==> config.mk <==
export PLATFORM = sky130hd
export DESIGN_NAME = datapath_ctrl
export DESIGN_NICKNAME = d
export VERILOG_FILES = /design/src/rtl/datapath_ctrl_pkg.sv /design/src/rtl/datapath_ctrl_decode.sv /design/src/rtl/datapath_ctrl.sv
export SDC_FILE = /design/constraint.sdc
export NUM_CORES = 1
export LEC_CHECK = 0
export ABC_AREA = 1
export CAP_MARGIN = 20
export CORE_MARGIN = 4
export CORE_UTILIZATION = 30
export CTS_BUF_LIST = sky130_fd_sc_hd__clkbuf_4 sky130_fd_sc_hd__clkbuf_8 sky130_fd_sc_hd__clkbuf_16
export DETAILED_ROUTE_END_ITERATION = 12
export MAX_ROUTING_LAYER = met4
export PLACE_DENSITY = 0.53
export SETUP_SLACK_MARGIN = 0.4
export SLEW_MARGIN = 20
export SYNTH_ARGS = -nofsm -noshare
export SYNTH_HDL_FRONTEND = slang
export SYNTH_SLANG_ARGS = --single-unit
==> constraint.sdc <==
create_clock -name clk -period 2.1 [get_ports clk]
set_input_delay 0.42 -clock clk [delete_from_list [all_inputs] [get_ports clk]]
set_output_delay 0.42 -clock clk [all_outputs]
set_load 0.02 [all_outputs]
==> src/rtl/datapath_ctrl_pkg.sv <==
// datapath_ctrl_pkg: shared types and constants for the datapath control sequencer.
// Holds the instruction field layout, opcode/state/class enums and ULA control codes.
package datapath_ctrl_pkg;

    localparam int INSTR_W = 24;

    localparam int OP_HI  = 23;
    localparam int OP_LO  = 20;
    localparam int RD_HI  = 19;
    localparam int RD_LO  = 17;
    localparam int RS1_HI = 16;
    localparam int RS1_LO = 14;
    localparam int RS2_HI = 13;
    localparam int RS2_LO = 11;
    localparam int IMM_HI = 7;
    localparam int IMM_LO = 0;

    typedef enum logic [3:0] {
        OP_NOP  = 4'h0,
        OP_ADD  = 4'h1,
        OP_SUB  = 4'h2,
        OP_AND  = 4'h3,
        OP_OR   = 4'h4,
        OP_SLT  = 4'h5,
        OP_ADDI = 4'h6,
        OP_SUBI = 4'h7,
        OP_ANDI = 4'h8,
        OP_ORI  = 4'h9,
        OP_SLTI = 4'hA,
        OP_LI   = 4'hB,
        OP_BEQZ = 4'hC,
        OP_JMP  = 4'hD,
        OP_ILL  = 4'hE,
        OP_HALT = 4'hF
    } opcode_t;

    typedef enum logic [2:0] {
        S_IDLE,
        S_FETCH,
        S_DECODE,
        S_EXEC,
        S_WB,
        S_HALT
    } state_t;

    typedef enum logic [2:0] {
        CLS_NOP,
        CLS_ALU,
        CLS_LI,
        CLS_BRANCH,
        CLS_JMP,
        CLS_HALT,
        CLS_ILLEGAL
    } class_t;

    localparam logic [2:0] ULA_ADD = 3'b000;
    localparam logic [2:0] ULA_SUB = 3'b001;
    localparam logic [2:0] ULA_AND = 3'b010;
    localparam logic [2:0] ULA_OR  = 3'b011;
    localparam logic [2:0] ULA_SLT = 3'b101;

    // Register and immediate forms of an operation share one ULA code.
    function automatic logic [2:0] ula_of(input opcode_t op);
        logic [2:0] code;
        case (op)
            OP_SUB, OP_SUBI: code = ULA_SUB;
            OP_AND, OP_ANDI: code = ULA_AND;
            OP_OR,  OP_ORI:  code = ULA_OR;
            OP_SLT, OP_SLTI: code = ULA_SLT;
            default:         code = ULA_ADD;
        endcase
        return code;
    endfunction

endpackage

==> src/rtl/datapath_ctrl_decode.sv <==
// datapath_ctrl_decode: combinational instruction decoder.
// Splits the latched instruction into register addresses, ULA controls and an
// execution class. Macro DATAPATH_CTRL_BRANCH_EN enables BEQZ/JMP; without it
// both opcodes decode as illegal.
module datapath_ctrl_decode
    import datapath_ctrl_pkg::*;
(
    input  logic [INSTR_W-1:0] ir,
    output logic [2:0]         ra1,
    output logic [2:0]         ra2,
    output logic [2:0]         rd,
    output logic [2:0]         ula_control,
    output logic               select_src,
    output logic [7:0]         constante,
    output class_t             cls
);

    opcode_t opcode;
    logic    unused_bits;

    // Bits [10:8] carry no meaning in this instruction format.
    assign unused_bits = ^ir[10:8];

    // Field extraction and opcode classification.
    always_comb begin
        opcode      = opcode_t'(ir[OP_HI:OP_LO]);
        ra1         = ir[RS1_HI:RS1_LO];
        ra2         = ir[RS2_HI:RS2_LO];
        rd          = ir[RD_HI:RD_LO];
        ula_control = ULA_ADD;
        select_src  = 1'b0;
        constante   = '0;
        cls         = CLS_ILLEGAL;
        case (opcode)
            OP_NOP: cls = CLS_NOP;
            OP_ADD, OP_SUB, OP_AND, OP_OR, OP_SLT: begin
                cls         = CLS_ALU;
                ula_control = ula_of(opcode);
            end
            OP_ADDI, OP_SUBI, OP_ANDI, OP_ORI, OP_SLTI: begin
                cls         = CLS_ALU;
                ula_control = ula_of(opcode);
                select_src  = 1'b1;
                constante   = ir[IMM_HI:IMM_LO];
            end
            OP_LI: cls = CLS_LI;
`ifdef DATAPATH_CTRL_BRANCH_EN
            OP_BEQZ: cls = CLS_BRANCH;
            OP_JMP:  cls = CLS_JMP;
`else
            OP_BEQZ, OP_JMP: cls = CLS_ILLEGAL;
`endif
            OP_HALT: cls = CLS_HALT;
            default: cls = CLS_ILLEGAL;
        endcase
    end

endmodule

==> src/rtl/datapath_ctrl.sv <==
// datapath_ctrl: multi-cycle fetch/decode/execute/writeback sequencer driving
// the 8-bit register-file/ULA datapath. Macro DATAPATH_CTRL_BRANCH_EN enables
// BEQZ/JMP; the default build treats them as illegal and always steps PC by one.
module datapath_ctrl
    import datapath_ctrl_pkg::*;
#(
    parameter int PC_W = 6
) (
    input  logic               clk,
    input  logic               rst,
    input  logic               start,
    output logic [PC_W-1:0]    imem_addr,
    input  logic [INSTR_W-1:0] imem_data,
    input  logic [7:0]         ULAResult,
    input  logic               Z,
    output logic [2:0]         ra1,
    output logic [2:0]         ra2,
    output logic [2:0]         wa3,
    output logic               we3,
    output logic [7:0]         wd3,
    output logic [2:0]         ULAControl,
    output logic               select_src,
    output logic [7:0]         constante,
    output logic               busy,
    output logic               halted,
    output logic               illegal
);

    state_t              state;
    state_t              state_next;
    logic [PC_W-1:0]     pc;
    logic                zf;
    logic [INSTR_W-1:0]  ir;
    logic [7:0]          res;
    logic [2:0]          rd;
    class_t              cls;

    // Datapath controls come straight from the latched IR, so they stay stable
    // from EXEC through WB and read as zero after reset.
    datapath_ctrl_decode u_decode (
        .ir          (ir),
        .ra1         (ra1),
        .ra2         (ra2),
        .rd          (rd),
        .ula_control (ULAControl),
        .select_src  (select_src),
        .constante   (constante),
        .cls         (cls)
    );

    assign imem_addr = pc;
    assign wa3       = rd;
    assign wd3       = res;

    // State register; reset aborts any instruction, including a WB write.
    always_ff @(posedge clk or posedge rst) begin
        if (rst) begin
            state <= S_IDLE;
        end else begin
            state <= state_next;
        end
    end

    // Next-state and status outputs; HALT is spotted on the raw memory word in DECODE.
    always_comb begin
        state_next = state;
        busy       = 1'b0;
        halted     = 1'b0;
        we3        = 1'b0;
        case (state)
            S_IDLE: begin
                if (start) state_next = S_FETCH;
            end
            S_FETCH: begin
                busy       = 1'b1;
                state_next = S_DECODE;
            end
            S_DECODE: begin
                busy = 1'b1;
                if (imem_data[OP_HI:OP_LO] == OP_HALT) state_next = S_HALT;
                else                                   state_next = S_EXEC;
            end
            S_EXEC: begin
                busy = 1'b1;
                if (cls == CLS_ALU || cls == CLS_LI) state_next = S_WB;
                else                                 state_next = S_FETCH;
            end
            S_WB: begin
                busy       = 1'b1;
                we3        = 1'b1;
                state_next = S_FETCH;
            end
            S_HALT: begin
                halted = 1'b1;
                if (start) state_next = S_FETCH;
            end
            default: state_next = S_IDLE;
        endcase
    end

    // PC, instruction, result, zero flag and sticky illegal bookkeeping.
    always_ff @(posedge clk or posedge rst) begin
        if (rst) begin
            pc      <= '0;
            zf      <= 1'b0;
            ir      <= '0;
            res     <= '0;
            illegal <= 1'b0;
        end else begin
            case (state)
                S_IDLE, S_HALT: begin
                    if (start) begin
                        pc      <= '0;
                        zf      <= 1'b0;
                        illegal <= 1'b0;
                    end
                end
                S_DECODE: ir <= imem_data;
                S_EXEC: begin
                    pc <= pc + PC_W'(1);
                    case (cls)
                        CLS_ALU: begin
                            res <= ULAResult;
                            zf  <= Z;
                        end
                        CLS_LI:      res <= ir[IMM_HI:IMM_LO];
                        CLS_BRANCH:  if (zf) pc <= ir[IMM_LO +: PC_W];
                        CLS_JMP:     pc <= ir[IMM_LO +: PC_W];
                        CLS_ILLEGAL: illegal <= 1'b1;
                        default: ;
                    endcase
                end
                default: ;
            endcase
        end
    end

endmodule

# Word level (Yosys, flattened, before mapping)
# Memory sizes are Yosys's and may differ from the RTL's.
# Index checks and enable logic that the tools add are counted.
# Widths: inputs -> output; s select.
# word_totals
n_memories,2
output_inout_bits,39
word_cells,70
regBits,43
romBits,96
in_bits,36
# mem_list
memory,words,width,rd,rd_clocked_by_memory_dff,write_ports,line_no,text
(no name shown),16,3,1,0,0,datapath_ctrl_pkg.sv:65,case (op)
(no name shown),16,3,1,0,0,datapath_ctrl_pkg.sv:65,
# classes
n_eq_ne,26
n_reduce_logical,14
n_mux,21
n_addsub,1
# ops
cell,count
$eq 4x4->1 const B,6
$pmux 6 s2,2
$eq 4x3->1 const B,4
$pmux 8 s2,1
$pmux 3 s5,1
$eq 3x2->1 const B,4
$eq 3x3->1 const B,4
$mux 6,2
$pmux 3 s4,1
$reduce_or 10->1,1
$reduce_or 5->1,2
$mux 3,3
$eq 4x2->1 const B,2
$mux 8,1
$mux 1,7
$add 6x1->6 const B,1
$eq 3x1->1 const B,2
$pmux 3 s2,1
$reduce_and 3->1,2
$eq 4x1->1 const B,1
$logic_not 4->1,1
$ne 2x1->1 const B,2
$pmux 1 s2,2
$reduce_and 2->1,2
6 further kinds,7

# Logic depth before layout (Yosys ltp)
# logic_depth
ltp_word,7
ltp_mapped,12
mapped_depth_nobuf,11

# Cells and area by module
# From an unflattened synthesis, not the netlist that was laid out.
# unflattened
hier_cells,344
area_unflattened_um2,2494.9
# modules_own_cells
mod,seq_area_each_um2,cells_per_inst,area_per_inst_um2,n_inst
datapath_ctrl,1076.0,271,2099.5,1
datapath_ctrl_decode,0.0,73,395.4,1

# Least setup slack after synthesis
# No wires, ideal clock.
# synth_path
path_type,flip-flop to output port
start,reg ir[20]
end,out ULAControl[1]
arrival_ps,1656
stages_incl_launch_ff,8
required_ps,1680
n_path_buf,1
path_slack_ps,24
cell_sequence,dfrtp_1 > inv_1 > ha_1 > nor2_1 > nor2_4 > nor2_8 > buf_2 > o31ai_1
# synth_between
elab_chain_len,3
elab_cells_between_ends,15
classes_between,eq/ne (10); mux (1); reduce/logical (2); memory (2)
# synth_lines
element,line_no,text
"start, declared",datapath_ctrl.sv:33,logic [INSTR_W-1:0] ir;
"start signal, assigned",datapath_ctrl.sv:118,S_DECODE: ir <= imem_data;
"parallel branches: the longest is 2 deep, another holds $mem_v2 16x3",n/a,
$pmux 3 s2 *,datapath_ctrl_decode.sv:34,case (opcode)
"end, declared",datapath_ctrl.sv:21,"output logic [2:0] ULAControl,"
# Mark *: on every way between the ends.

# Worst setup path in the final report
# layout_path
start,reg ir[20]
end,out constante[2]
# layout_between
elab_chain_len,3
elab_cells_between_ends,7
classes_between,eq/ne (5); mux (1); reduce/logical (1)
# layout_lines
element,line_no,text
$eq 4x3->1 / $eq 4x4->1 (equally long branches),datapath_ctrl_decode.sv:34,
$reduce_or 5->1 *,datapath_ctrl_decode.sv:34,
$mux 8 *,datapath_ctrl_decode.sv:34,
"end, declared",datapath_ctrl.sv:23,"output logic [7:0] constante,"
# Mark *: on every way between the ends. The rest lies on a longest branch, timed or not.

==> flow_summary.toml <==
[outcome]
outcome = "finished, violations left"
violations = "setup timing"

[timing]
whs_ns = 0.4768
fin_crit_ns = 2.169
fin_ws_ns = -0.06903
tightestPinTransition_ns = 0.5271
fin_crit_sh_pct = 103.3
setup_viol_count_final = 11
max_freq_mhz = 461.0
rsz0062_at_grt = "true"
clock_skew_ns = 0.006784
hold_viol = 0
slew_viol_final = 0
maxSlewHeadroom_pct = 64.64

[layout]
diodes = 0
instances_no_fill = 497
finalNetCount = 438
final_cell_mix = "89 x nand2_1, 36 x dfrtp_1, 32 x clkdlybuf4s50_1, 27 x buf_4, 25 x inv_1"
area_growth_pct = 61.35
final_common_cell = "nand2_1"
drive_gt1_share_pct = 32.41

[yosys]
yosysSeqAreaShare_pct = 42.94
syn-num-nets = 340
syn_avg_cell_area_um2 = 7.796
synth.cell_area_um2 = 2331
synth_cell_type_count = 34
yosys_warnings = 0
synth_seq_cells = 40
syn_inst = 299

[worst_setup_path]
cp-start-kind = "flip-flop"
worst-path-max-fanout = 4
path_class = "reg2out"
critical_path.endpoint_type = "output port"
arrival_ns = 1.75
rrSetupSlack_ns = 0.18
cp.required_ns = 1.68

[detailed_routing]
viasPerCell = 4.419
detail_route.iter0.violations = 67
ant_nets = 0
drcViolationCount = 0
drt-total-wl_um = 6621
wl_per_cell_um = 13.32
vias = 2196
first_pass_iters = 4

[clock_tree]
cts_root_buf = "clkbuf_8"
clock_path_buffers = 2
htree_levels = 2
path_clk_slew_ns = 0.08
numCtsBuffers = 5
clock-sinks = 40
holdBufCountCts = 0
clock_latency_ns = 0.30
cts_tree = "yes"

[grt]
grt_pass1_vias = 2230
overflow = 0
grt_max_degree = 41
grt_usage_pct = 15.30
antenna_found_initial = 0
grt_pass1_wl_um = 10700

[flow_run]
max_cap_violations = 0

[place]
dp_cells = 475
hpwl_um = 4752
gp_congestion = 0.7760
port_buffers = 71

[floorplanning]
ios = 75
dieArea_um2 = 9244
start_util_pct = 31.46
die_w_um = 96.15
die_h_um = 96.15
design.core.area_um2 = 7408
row_count = 31

[pwr]
cellLeakagePower_uw = 0.001919
p_per_area_nw_per_um2 = 1648
ir_drop_uv = 783.7

[hold_path]
hp-class = "reg2reg"
cell type report:
| type | instances | area (um2) |
|---|---|---|
| Tap cell | 99 | 123.9 |
| Clock inverter | 2 | 38.79 |
| Inverter | 38 | 147.6 |
| Fill cell | 716 | 3647 |
| Clock buffer | 6 | 82.58 |
| Sequential cell | 40 | 1006 |
| Timing Repair Buffer | 107 | 1057 |
| Multi-Input combinational cell | 205 | 1305 |
stage by stage:
step	TNS (ns)	utilization, %	total power, uW	cell area, um2	setup slack (ns)
3_3_place_gp	-2.796	45.25	4901	3352	-0.2737
2_1_floorplan	0	-	3612	2447	0.3113
6_report	-0.5806	50.77	6197	3761	-0.06903
3_5_place_dp	-3.094	45.25	4923	3352	-0.3056
5_1_grt	-1.371	50.77	6652	3761	-0.1418
4_1_cts	-0.5261	49.82	6197	3691	-0.05830
cells in the mapped netlist (all sizes together):
cell type / count / share of area, %
o21ai: 28 / 7.3
buf: 13 / 4.5
clkbuf: 4 / 0.64
nand3: 17 / 4.2
nand2: 100 / 17
o31ai: 1 / 0.32
xnor2: 1 / 0.38
nor3: 2 / 0.64
nor2: 30 / 6.7
clkinv: 1 / 0.16
a21oi: 3 / 0.64
xor2: 3 / 1.1
nand4: 10 / 2.7
nor3b: 1 / 0.54
dfrtp: 40 / 43
inv: 37 / 6.1
a32oi: 1 / 0.38
ha: 5 / 2.7
o211ai: 2 / 0.86
registers in the layout (all words and copies together), names as in the netlist:
name and flops:
state 3, zf 1, imem_addr 6, wd3 8, illegal 1, ir 21
final timing paths:
path,depth (start not counted),end,start
max in group asynchronous,3,ir[22],rst
hold reg to reg,2,ir[15],ir[15]
setup reg to reg,11,wd3[0],ir[21]
hold / removal,2,ir[15],ir[15]
setup / recovery,8,constante[2],ir[20]
min in group asynchronous,3,ir[15],rst
logic make-up after synthesis:
kind of cell	after synthesis	share of synthesized area [%]
AOI/OAI and AO/OA	35	9.501
xor gates and xnor gates	4	1.503
adders and majority gates	5	2.684
buffers and inverters	55	11.33
DFF	40	42.94
and+or+nand+nor	160	32.04
critical path, stage by stage (launching register included):
cell and delay, ns:
dfrtp_1 0.43, buf_6 0.14, ha_4 0.15, nor2_4 0.11, nor2_4 0.05, nor3_4 0.24, buf_6 0.17, nor2_2 0.04
buf_6 0.13
report_power, final:
group	total (uW)	internal [uW]	leakage (uW)	switching (uW)
Combinational	4140	1840	0.00136	2300
Sequential	1380	1120	0.000497	255
Clock	683	389	0.0000614	294
what timing repair did:
| item | in CTS | in global routing |
|---|---|---|
| pin swaps | 12 | 4 |
| buffers inserted | 11 | 2 |
| endpoints found under the setup margin | 46 | 49 |
| gates cloned | 1 | 0 |
| resized for setup | 136 | 23 |
metal layers:
layer | vias to the layer above | wire, um | part of all wire (%) | GRT usage [%]
li1 | 1132 | - | - | -
met1 | 994 | 2998 | 45 | 19.74
met2 | 63 | 3116 | 47 | 23.81
met3 | 7 | 446 | 6.7 | 4.378
met4 | 0 | 60 | 0.91 | 3.436
met5 | - | 0 | 0 | -
Power figures use the tool's default switching activity.
